<file path="src/rtl/mc_pkg.sv">
// Shared encodings for the multi-cycle MIPS-subset control sequencer:
// opcode/funct values, datapath select codes, FSM states and instruction classes.
package mc_pkg;

  localparam logic [5:0] OP_RTYPE = 6'h00;
  localparam logic [5:0] OP_J     = 6'h02;
  localparam logic [5:0] OP_JAL   = 6'h03;
  localparam logic [5:0] OP_BEQ   = 6'h04;
  localparam logic [5:0] OP_BNE   = 6'h05;
  localparam logic [5:0] OP_ADDI  = 6'h08;
  localparam logic [5:0] OP_ORI   = 6'h0D;
  localparam logic [5:0] OP_LUI   = 6'h0F;
  localparam logic [5:0] OP_LW    = 6'h23;
  localparam logic [5:0] OP_SW    = 6'h2B;

  localparam logic [5:0] FN_SLL = 6'h00;
  localparam logic [5:0] FN_SRL = 6'h02;
  localparam logic [5:0] FN_JR  = 6'h08;
  localparam logic [5:0] FN_ADD = 6'h20;
  localparam logic [5:0] FN_SUB = 6'h22;
  localparam logic [5:0] FN_AND = 6'h24;
  localparam logic [5:0] FN_OR  = 6'h25;
  localparam logic [5:0] FN_SLT = 6'h2A;

  localparam logic [3:0] ALU_ADD = 4'd0;
  localparam logic [3:0] ALU_SUB = 4'd1;
  localparam logic [3:0] ALU_AND = 4'd2;
  localparam logic [3:0] ALU_OR  = 4'd3;
  localparam logic [3:0] ALU_SLT = 4'd4;
  localparam logic [3:0] ALU_SLL = 4'd5;
  localparam logic [3:0] ALU_SRL = 4'd6;
  localparam logic [3:0] ALU_LUI = 4'd7;

  localparam logic [1:0] NPC_PLUS4  = 2'd0;
  localparam logic [1:0] NPC_BRANCH = 2'd1;
  localparam logic [1:0] NPC_JUMP   = 2'd2;
  localparam logic [1:0] NPC_JR     = 2'd3;

  localparam logic [1:0] WD_ALU = 2'd0;
  localparam logic [1:0] WD_MEM = 2'd1;
  localparam logic [1:0] WD_PC  = 2'd2;

  localparam logic [1:0] GPR_RD  = 2'd0;
  localparam logic [1:0] GPR_RT  = 2'd1;
  localparam logic [1:0] GPR_R31 = 2'd2;

  typedef enum logic [2:0] {
    S_IDLE   = 3'd0,
    S_FETCH  = 3'd1,
    S_DECODE = 3'd2,
    S_EXE    = 3'd3,
    S_MEM    = 3'd4,
    S_WB     = 3'd5,
    S_TRAP   = 3'd6
  } state_e;

  typedef enum logic [3:0] {
    C_RALU = 4'd0,
    C_IMM  = 4'd1,
    C_LW   = 4'd2,
    C_SW   = 4'd3,
    C_BEQ  = 4'd4,
    C_BNE  = 4'd5,
    C_J    = 4'd6,
    C_JAL  = 4'd7,
    C_JR   = 4'd8,
    C_ILL  = 4'd9
  } cls_e;

endpackage

</file>
<file path="src/rtl/mc_decode.sv">
// Combinational instruction decoder: op/funct to instruction class, ALU
// operation, extension mode and shift-source select.
module mc_decode
  import mc_pkg::*;
(
  input  logic [5:0] op_i,
  input  logic [5:0] funct_i,
  output cls_e       cls_o,
  output logic [3:0] alu_op_o,
  output logic       ext_op_o,
  output logic       shift_o,
  output logic       legal_o
);

  // Zero-extension is only used by ori/lui; everything else sign-extends.
  always_comb begin
    cls_o    = C_ILL;
    alu_op_o = ALU_ADD;
    ext_op_o = 1'b1;
    shift_o  = 1'b0;
    case (op_i)
      OP_RTYPE: begin
        cls_o = C_RALU;
        case (funct_i)
          FN_ADD:  alu_op_o = ALU_ADD;
          FN_SUB:  alu_op_o = ALU_SUB;
          FN_AND:  alu_op_o = ALU_AND;
          FN_OR:   alu_op_o = ALU_OR;
          FN_SLT:  alu_op_o = ALU_SLT;
          FN_SLL:  begin alu_op_o = ALU_SLL; shift_o = 1'b1; end
          FN_SRL:  begin alu_op_o = ALU_SRL; shift_o = 1'b1; end
          FN_JR:   cls_o = C_JR;
          default: cls_o = C_ILL;
        endcase
      end
      OP_ADDI: cls_o = C_IMM;
      OP_ORI:  begin cls_o = C_IMM; alu_op_o = ALU_OR;  ext_op_o = 1'b0; end
      OP_LUI:  begin cls_o = C_IMM; alu_op_o = ALU_LUI; ext_op_o = 1'b0; end
      OP_LW:   cls_o = C_LW;
      OP_SW:   cls_o = C_SW;
      OP_BEQ:  begin cls_o = C_BEQ; alu_op_o = ALU_SUB; end
      OP_BNE:  begin cls_o = C_BNE; alu_op_o = ALU_SUB; end
      OP_J:    cls_o = C_J;
      OP_JAL:  cls_o = C_JAL;
      default: cls_o = C_ILL;
    endcase
  end

  assign legal_o = (cls_o != C_ILL);

endmodule

</file>
<file path="src/rtl/mc_ctrl.sv">
// Multi-cycle Moore control sequencer: FETCH/DECODE/EXE/MEM/WB with a
// req/ready memory handshake, retired-instruction counter and sticky trap.
module mc_ctrl
  import mc_pkg::*;
#(
  parameter int CNT_W = 32
) (
  input  logic             clk,
  input  logic             rst,
  input  logic [5:0]       op,
  input  logic [5:0]       funct,
  input  logic             zero,
  input  logic             mem_ready,
  output logic             mem_req,
  output logic             mem_we,
  output logic             iord,
  output logic             ir_write,
  output logic             pc_write,
  output logic             reg_write,
  output logic             alu_src_a,
  output logic             alu_src_b,
  output logic             ext_op,
  output logic [3:0]       alu_op,
  output logic [1:0]       npc_op,
  output logic [1:0]       wd_sel,
  output logic [1:0]       gpr_sel,
  output logic             illegal,
  output logic             retire,
  output logic [CNT_W-1:0] instr_cnt,
  output logic [2:0]       state_o
);

  localparam logic [CNT_W-1:0] CNT_ONE = {{(CNT_W-1){1'b0}}, 1'b1};

  state_e           state_q, state_d;
  logic [5:0]       op_q, op_d, funct_q, funct_d;
  logic             illegal_q, illegal_d;
  logic [CNT_W-1:0] cnt_q, cnt_d;

  logic [5:0] dec_op, dec_funct;
  cls_e       dec_cls;
  logic [3:0] dec_alu;
  logic       dec_ext, dec_shift, dec_legal;

  // IR is decoded live in DECODE and from the latched copy afterwards.
  assign dec_op    = (state_q == S_DECODE) ? op    : op_q;
  assign dec_funct = (state_q == S_DECODE) ? funct : funct_q;
  assign op_d      = (state_q == S_DECODE) ? op    : op_q;
  assign funct_d   = (state_q == S_DECODE) ? funct : funct_q;

  mc_decode u_decode (
    .op_i     (dec_op),
    .funct_i  (dec_funct),
    .cls_o    (dec_cls),
    .alu_op_o (dec_alu),
    .ext_op_o (dec_ext),
    .shift_o  (dec_shift),
    .legal_o  (dec_legal)
  );

  always_ff @(posedge clk or negedge rst) begin
    if (!rst) begin
      state_q   <= S_IDLE;
      op_q      <= 6'd0;
      funct_q   <= 6'd0;
      illegal_q <= 1'b0;
      cnt_q     <= {CNT_W{1'b0}};
    end else begin
      state_q   <= state_d;
      op_q      <= op_d;
      funct_q   <= funct_d;
      illegal_q <= illegal_d;
      cnt_q     <= cnt_d;
    end
  end

  always_comb begin
    state_d   = state_q;
    illegal_d = illegal_q;
    mem_req   = 1'b0;
    mem_we    = 1'b0;
    iord      = 1'b0;
    ir_write  = 1'b0;
    pc_write  = 1'b0;
    reg_write = 1'b0;
    alu_src_a = 1'b0;
    alu_src_b = 1'b0;
    ext_op    = 1'b0;
    alu_op    = ALU_ADD;
    npc_op    = NPC_PLUS4;
    wd_sel    = WD_ALU;
    gpr_sel   = GPR_RD;
    retire    = 1'b0;
    case (state_q)
      S_IDLE: state_d = S_FETCH;
      S_FETCH: begin
        mem_req  = 1'b1;
        ir_write = mem_ready;
        pc_write = mem_ready;
        if (mem_ready) state_d = S_DECODE;
        else           state_d = S_FETCH;
      end
      S_DECODE: begin
        if (dec_legal) begin
          state_d = S_EXE;
        end else begin
          state_d   = S_TRAP;
          illegal_d = 1'b1;
        end
      end
      S_EXE: begin
        alu_op    = dec_alu;
        ext_op    = dec_ext;
        alu_src_a = dec_shift;
        case (dec_cls)
          C_RALU: state_d = S_WB;
          C_IMM:  begin alu_src_b = 1'b1; state_d = S_WB;  end
          C_LW:   begin alu_src_b = 1'b1; state_d = S_MEM; end
          C_SW:   begin alu_src_b = 1'b1; state_d = S_MEM; end
          C_BEQ:  begin npc_op = NPC_BRANCH; pc_write = zero;  retire = 1'b1; state_d = S_FETCH; end
          C_BNE:  begin npc_op = NPC_BRANCH; pc_write = ~zero; retire = 1'b1; state_d = S_FETCH; end
          C_J:    begin npc_op = NPC_JUMP;   pc_write = 1'b1;  retire = 1'b1; state_d = S_FETCH; end
          C_JAL: begin
            npc_op    = NPC_JUMP;
            pc_write  = 1'b1;
            reg_write = 1'b1;
            gpr_sel   = GPR_R31;
            wd_sel    = WD_PC;
            retire    = 1'b1;
            state_d   = S_FETCH;
          end
          C_JR:    begin npc_op = NPC_JR; pc_write = 1'b1; retire = 1'b1; state_d = S_FETCH; end
          default: state_d = S_TRAP;
        endcase
      end
      S_MEM: begin
        // The store strobe stays up through wait states; only retire waits for ready.
        mem_req = 1'b1;
        iord    = 1'b1;
        mem_we  = (dec_cls == C_SW);
        if (mem_ready) begin
          if (dec_cls == C_SW) begin
            retire  = 1'b1;
            state_d = S_FETCH;
          end else begin
            state_d = S_WB;
          end
        end else begin
          state_d = S_MEM;
        end
      end
      S_WB: begin
        reg_write = 1'b1;
        retire    = 1'b1;
        gpr_sel   = (dec_cls == C_RALU) ? GPR_RD : GPR_RT;
        wd_sel    = (dec_cls == C_LW)   ? WD_MEM : WD_ALU;
        state_d   = S_FETCH;
      end
      S_TRAP:  state_d = S_TRAP;
      default: state_d = S_IDLE;
    endcase
  end

  always_comb begin
    if (retire) cnt_d = cnt_q + CNT_ONE;
    else        cnt_d = cnt_q;
  end

  assign illegal   = illegal_q;
  assign instr_cnt = cnt_q;
  assign state_o   = state_q;

endmodule

</file>
<file path="config.mk">
export PLATFORM = sky130hd
export DESIGN_NAME = mc_ctrl
export DESIGN_NICKNAME = d
export VERILOG_FILES = /design/src/rtl/mc_pkg.sv /design/src/rtl/mc_decode.sv /design/src/rtl/mc_ctrl.sv
export SDC_FILE = /design/constraint.sdc
export NUM_CORES = 1
export LEC_CHECK = 0
export CAP_MARGIN = 20
export CORE_AREA = 2 2 82 84
export DETAILED_ROUTE_END_ITERATION = 7
export DIE_AREA = 0 0 84 86
export PLACE_DENSITY = 0.78
export SETUP_SLACK_MARGIN = 0.5
export SLEW_MARGIN = 20
export SYNTH_ARGS = -nofsm -noshare
export SYNTH_HDL_FRONTEND = slang
export SYNTH_SLANG_ARGS = --single-unit
</file>
<file path="constraint.sdc">
create_clock -name clk -period 4.9 [get_ports clk]
set_input_delay 1.47 -clock clk [delete_from_list [all_inputs] [get_ports clk]]
set_output_delay 1.47 -clock clk [all_outputs]
set_load 0.03 [all_outputs]
</file>
# --- After elaboration in Yosys (flattened, before gate mapping) ---
# Index checks and enable logic that the tools add are counted.
totals:
  input_bits: 16
  ff_bits: 48
  output_inout_bits: 56
classes:
  reduce_logical: 19
  add_sub_neg: 1
  n_bitwise: 2
  n_mux: 39
  eq_ne: 31
ops:
  columns: ["cell", "count"]
  rows:
  - ["$eq 6x6->1 const B", 7]
  - ["$pmux 3 s6", 2]
  - ["$add 32x1->32 const B", 1]
  - ["$pmux 4 s8", 1]
  - ["$eq 6x4->1 const B", 4]
  - ["$eq 6x2->1 const B", 3]
  - ["$reduce_or 2->1", 9]
  - ["$mux 1", 17]
  - ["$eq 4x3->1 const B", 4]
  - ["$pmux 4 s4", 1]
  - ["$eq 6x3->1 const B", 2]
  - ["$logic_not 6->1", 2]
  - ["$mux 6", 2]
  - ["$eq 3x3->1 const B", 3]
  - ["$mux 3", 3]
  - ["$pmux 3 s3", 1]
  - ["$reduce_or 3->1", 3]
  - ["$eq 4x2->1 const B", 2]
  - ["$pmux 2 s2", 2]
  - ["$pmux 4 s2", 1]
  - ["$reduce_or 7->1", 1]
  - ["$eq 3x2->1 const B", 2]
  - ["$mux 2", 3]
  - ["$pmux 1 s3", 2]
  - ["other kinds (12)", 14]

# --- Depth between registers and ports, before layout ---
logic_depth:
  ltp_word: 10
  depth_mapped: 14
  mapped_depth_nobuf: 9

# --- Hierarchy ---
# A second synthesis with hierarchy kept.
hier_totals:
  cells_unflattened: 272
  hier_area_um2: 2737.6
modules_own_cells:
  columns: ["module", "cells_each", "n_inst", "area_per_inst_um2"]
  rows:
  - ["mc_ctrl", 218, 1, 2388.5]
  - ["mc_decode", 54, 1, 349.1]

# --- Worst setup path after synthesis ---
# Ideal clock, no wire load.
synth_path:
  kind: "input -> output"
  startpoint: "input op[3]"
  endpoint: "output wd_sel[1]"
  arrival_time_ns: 3.730
  path_stages: 7
  setup_slack_ns: -0.300
  t_required_ns: 3.430
  n_path_buf: 2
  cell_sequence: "or4_4 -> o22ai_4 -> nand4_2 -> o21a_1 -> buf_6 -> nor3_1 -> buf_4"
synth_via:
  elab_chain_len: 7
synth_rtl:
  columns: ["item", "line_no", "text"]
  rows:
  - ["from (decl)", "mc_ctrl.sv:10", "input logic [5:0] op,"]
  - ["$mux 6 *", null, null]
  - ["$eq 6x4->1", "mc_decode.sv:21", "case (op_i)"]
  - ["$reduce_or 3->1 (no line)", null, null]
  - ["$pmux 4 s8 *", "mc_decode.sv:21", null]
  - ["$eq 4x3->1 *", "mc_ctrl.sv:115", "case (dec_cls)"]
  - ["$mux 2 *", "mc_ctrl.sv:115", null]
  - ["$pmux 2 s2 *", "mc_ctrl.sv:94", "case (state_q)"]
  - ["to (decl)", "mc_ctrl.sv:25", "output logic [1:0] wd_sel,"]
# Mark *: on every way between the ends. The rest lies on a longest branch, timed or not.

# --- Final worst setup path ---
layout_path:
  startpoint: "input op[2]"
  endpoint: "output retire"
layout_via:
  elab_chain_len: 8
layout_rtl:
  columns: ["item", "line_no", "text"]
  rows:
  - ["$mux 6 *", null, null]
  - ["$eq 6x4->1", "mc_decode.sv:21", null]
  - ["$reduce_or 3->1 (no line)", null, null]
  - ["$pmux 4 s8 *", "mc_decode.sv:21", null]
  - ["$eq 4x4->1, or another cell as far along", "mc_ctrl.sv:115", null]
  - ["$reduce_or 5->1 (no line) / $mux 1 (equally long branches)", null, null]
  - ["$mux 1, on equally long branches", "mc_ctrl.sv:115, mc_ctrl.sv:141", null]
  - ["$pmux 1 s3 *", "mc_ctrl.sv:94", null]
  - ["to (decl)", "mc_ctrl.sv:28", "output logic retire,"]
# Marked as above.

==> out/metrics.cfg <==
[job]
cap_viol_max_count = 0

[sta]
maxSlewHeadroom_pct = 41.3
hold_slack_ns = 0.484
fin_skew_ns = 0.00748
rsz0062_at_grt = yes
worstMarginPinSlew_ns = 0.877
final-max-slew-violation-count = 0
setup_violations = 0
max_freq_ghz = 0.207
hold_viol = 0
fin_setup_tns_ns = 0
period_needed_ns = 4.83
finalCritPeriodShare_pct = 98.6

[route]
avgViaCountPerCell = 5.58
wl_met3_um = 366
drt_iter0_drc = 143
routed-wl-met2_mm = 4.35
ant_nets = 0
avgRoutedWirePerCell_um = 15.9
drc = 0
wl_met1_mm = 3.57
top_layer_used = met4
drtPass1Iterations = 4
wl_mm = 8.51
vias = 2982

[setup_path]
cp-end-kind = output pin
regToRegEndpoint = instr_cnt[20]$_DFFE_PN0P_
cp_common_cell = buf_6
crit_slowest_cell = or3_4
crit_chain = buf_12 > or3_4 > o211ai_1 > o21ai_1 > a21oi_2 > o211ai_4 > buf_6 > buf_4 > buf_6 > a31oi_4 > inv_6 > buf_6
path_delay_family = compound AO/OA/AOI/OAI gates
worst-path-buf-inv = 6
startpoint_type = input port
worstSetupPathType = input port to output pin
path_max_fanout = 5
r2r_start = state_o[0]$_DFF_PN0_
rr_worst_depth = 13
cp.depth = 12
worstPathArrival_ns = 3.36
crit_required_ns = 3.43
crit_start = op[2]
regToRegSetupSlack_ns = 1.53
max_stage_delay_ns = 0.41

[min_path]
hp-start = instr_cnt[31]$_DFFE_PN0P_
hold_end = instr_cnt[31]$_DFFE_PN0P_
min_path_cells = 1
holdCritPathClass = register to register

[floorplan]
initial_core_util_pct = 48.5
row_count = 29
die_w_um = 84
num_io_pins = 72
core_um2 = 6280
die_h_um = 86
die_area_um2 = 7220

[synth]
synth_edf_count = 0
syn_nets = 356
ys_top_cells_by_area = dfrtp_1, xor2_1, nand2_1
ys_seq_area_share_pct = 39.5
synthMuxAreaShare_pct = 1.85
synth_compound_area_share_pct = 11.2
postSynth.asyncResetShare_pct = 100
avgSynthCellArea_um2 = 8.98
synthXorXnorAreaFrac_pct = 10.6
synth-simple-area-share_pct = 31.5
ys.flop_type = dfrtp_1
synth.most_common_cell = nand2_1
synth_top_area_share_pct = 39.5
synth-seq-cells = 48
synth_warnings = 0
yosys.area_share.adder_pct = 0.411
synthTopCellsByCount = nand2_1, dfrtp_1, xor2_1
synth_top_family_by_area = simple AND/OR/NAND/NOR gates
yosys.area.top_type = dfrtp_1
syn-cell-area_um2 = 3040
yosysUniqueCellTypes = 58
synth_cells = 339

[clocking]
clockBufferDepth = 2
cts_tree = yes
path_clk_slew_ns = 0.09
clk_latency_ns = 0.30
cts_made_buffers = 5
htree_levels = 2
clkSinkCount = 48
root_buffer = clkbuf_8

[power_and_ir_drop]
pwr-share-comb_pct = 62.3
p_sw_share_pct = 44.3
power_density_nw_per_um2 = 522
p_total_mw = 2.38
power_leakage_nw = 2.08
irDropWorstVdd_uv = 351
internal_power_mw = 1.32
clkPwrFrac_pct = 12.9
netSwitchingPower_mw = 1.05
pwr-share-seq_pct = 24.8

[placed_design]
io_buffers = 70
hpwl_mm = 5.89
gp_congestion = 0.922

[layout]
antenna_cells = 0
drive_gt1_share_pct = 32.4
fin_nets = 473
synthToLayoutAreaGrowth_pct = 49.7
fin_util_pct = 72.6

[global_routing]
grt_pass1_vias = 2929
grt_max_degree = 49
gr-total-overflow = 0
antenna_found_initial = 0
grtUsageTotal_pct = 23.4
grt_pass1_wl_mm = 13.8

[outcome]
status = finished, final reports clean

==> sequential cells by signal, indices dropped and copies added, names as in the netlist <==
| register | count |
|---|---|
| instr_cnt | 32 |
| op_q | 6 |
| funct_q | 6 |
| illegal | 1 |
| state_o | 3 |
==> worst reg2reg max path: stages, from the launching register on <==
cell and delay, ns:
dfrtp_1 0.38, or3b_1 0.57, or4_4 0.51, o22ai_4 0.20, nand4_4 0.11, buf_6 0.14
o211ai_4 0.08, buf_6 0.15, buf_4 0.11, buf_6 0.09, a31oi_4 0.11, buf_4 0.28
nor4_2 0.38, xor2_1 0.19
==> worst max-delay path by stage <==
stage | endpoint | slack, ns
detailed placement | pc_write | -0.88
floorplan | pc_write | 0.14
global route | retire | 0.02
finish | retire | 0.07
global placement | pc_write | -0.71
CTS | alu_src_b | 0.09
==> cell families after synthesis <==
kind of cell	count (synthesis)
DFF	48
buffers and inverters	30
xor gates and xnor gates	37
AOI/OAI and AO/OA	47
and+or+nand+nor	170
adders and majority gates	1
other	1
muxes	5
==> power by group through the flow <==
stage	Combinational [mW]	Sequential [mW]	Clock, mW
finish	1.48	0.591	0.307
global route	1.58	0.606	0.327
CTS	1.37	0.588	0.309
detailed placement	1.18	0.592	0
global placement	1.17	0.590	0
floorplan	0.721	0.628	0
==> cell type report <==
type / count / area (um2)
inverters: 12 / 50.0
fillers: 459 / 1720
flip-flops and latches: 48 / 1200
clock inverters: 2 / 38.8
multi-input cells: 261 / 1910
well taps: 77 / 96.3
repair buffers: 128 / 1170
clock buffers: 6 / 82.6
==> per-layer routing <==
layer | global-route usage [%] | vias up
met4 | 8.94 | 0
li1 | - | 1430
met3 | 3.46 | 23
met2 | 41.6 | 99
met1 | 28.8 | 1430
met5 | 0 | -
==> layout by cell type (no fill, tap or decap), types with 3 or more instances in the layout <==
master           Yosys  layout
nand3_1             11      11
o31ai_1              4       3
nor2_1              22      21
a21oi_2              0       3
dfrtp_1             48      48
nor4_2              13      16
inv_1               11      10
buf_6                2      24
a21oi_4              0       4
nand4_1              7       7
and3_1               9       8
clkdlybuf4s50_1      0      40
a21oi_1             15       8
nand2_1             57      55
mux2i_1              3       3
buf_4                3      52
o21ai_0              7       5
nand3b_1             3       3
xnor2_1              8       8
nor2b_1              5       4
a21o_1               3       3
clkbuf_8             0       6
nor3b_1              5       4
xor2_1              29      29
buf_2                4       5
nor3_1              17      12
nor3_4               0       3
==> repair_timing <==
action	in CTS	in global routing
buffers inserted	9	7
hold buffers	0	0
pin swaps	19	17
resized for setup	96	18
endpoints found under the setup margin	16	14
==> stage by stage <==
step	instance area [um2]	std cells	worst slack (ns)
finish	4560	534	0.0710
global route	4560	534	0.0227
CTS	4430	527	0.0858
detailed placement	4090	510	-0.878
global placement	4090	510	-0.706
floorplan	3110	339	0.142
(Power assumes the default switching activity.)
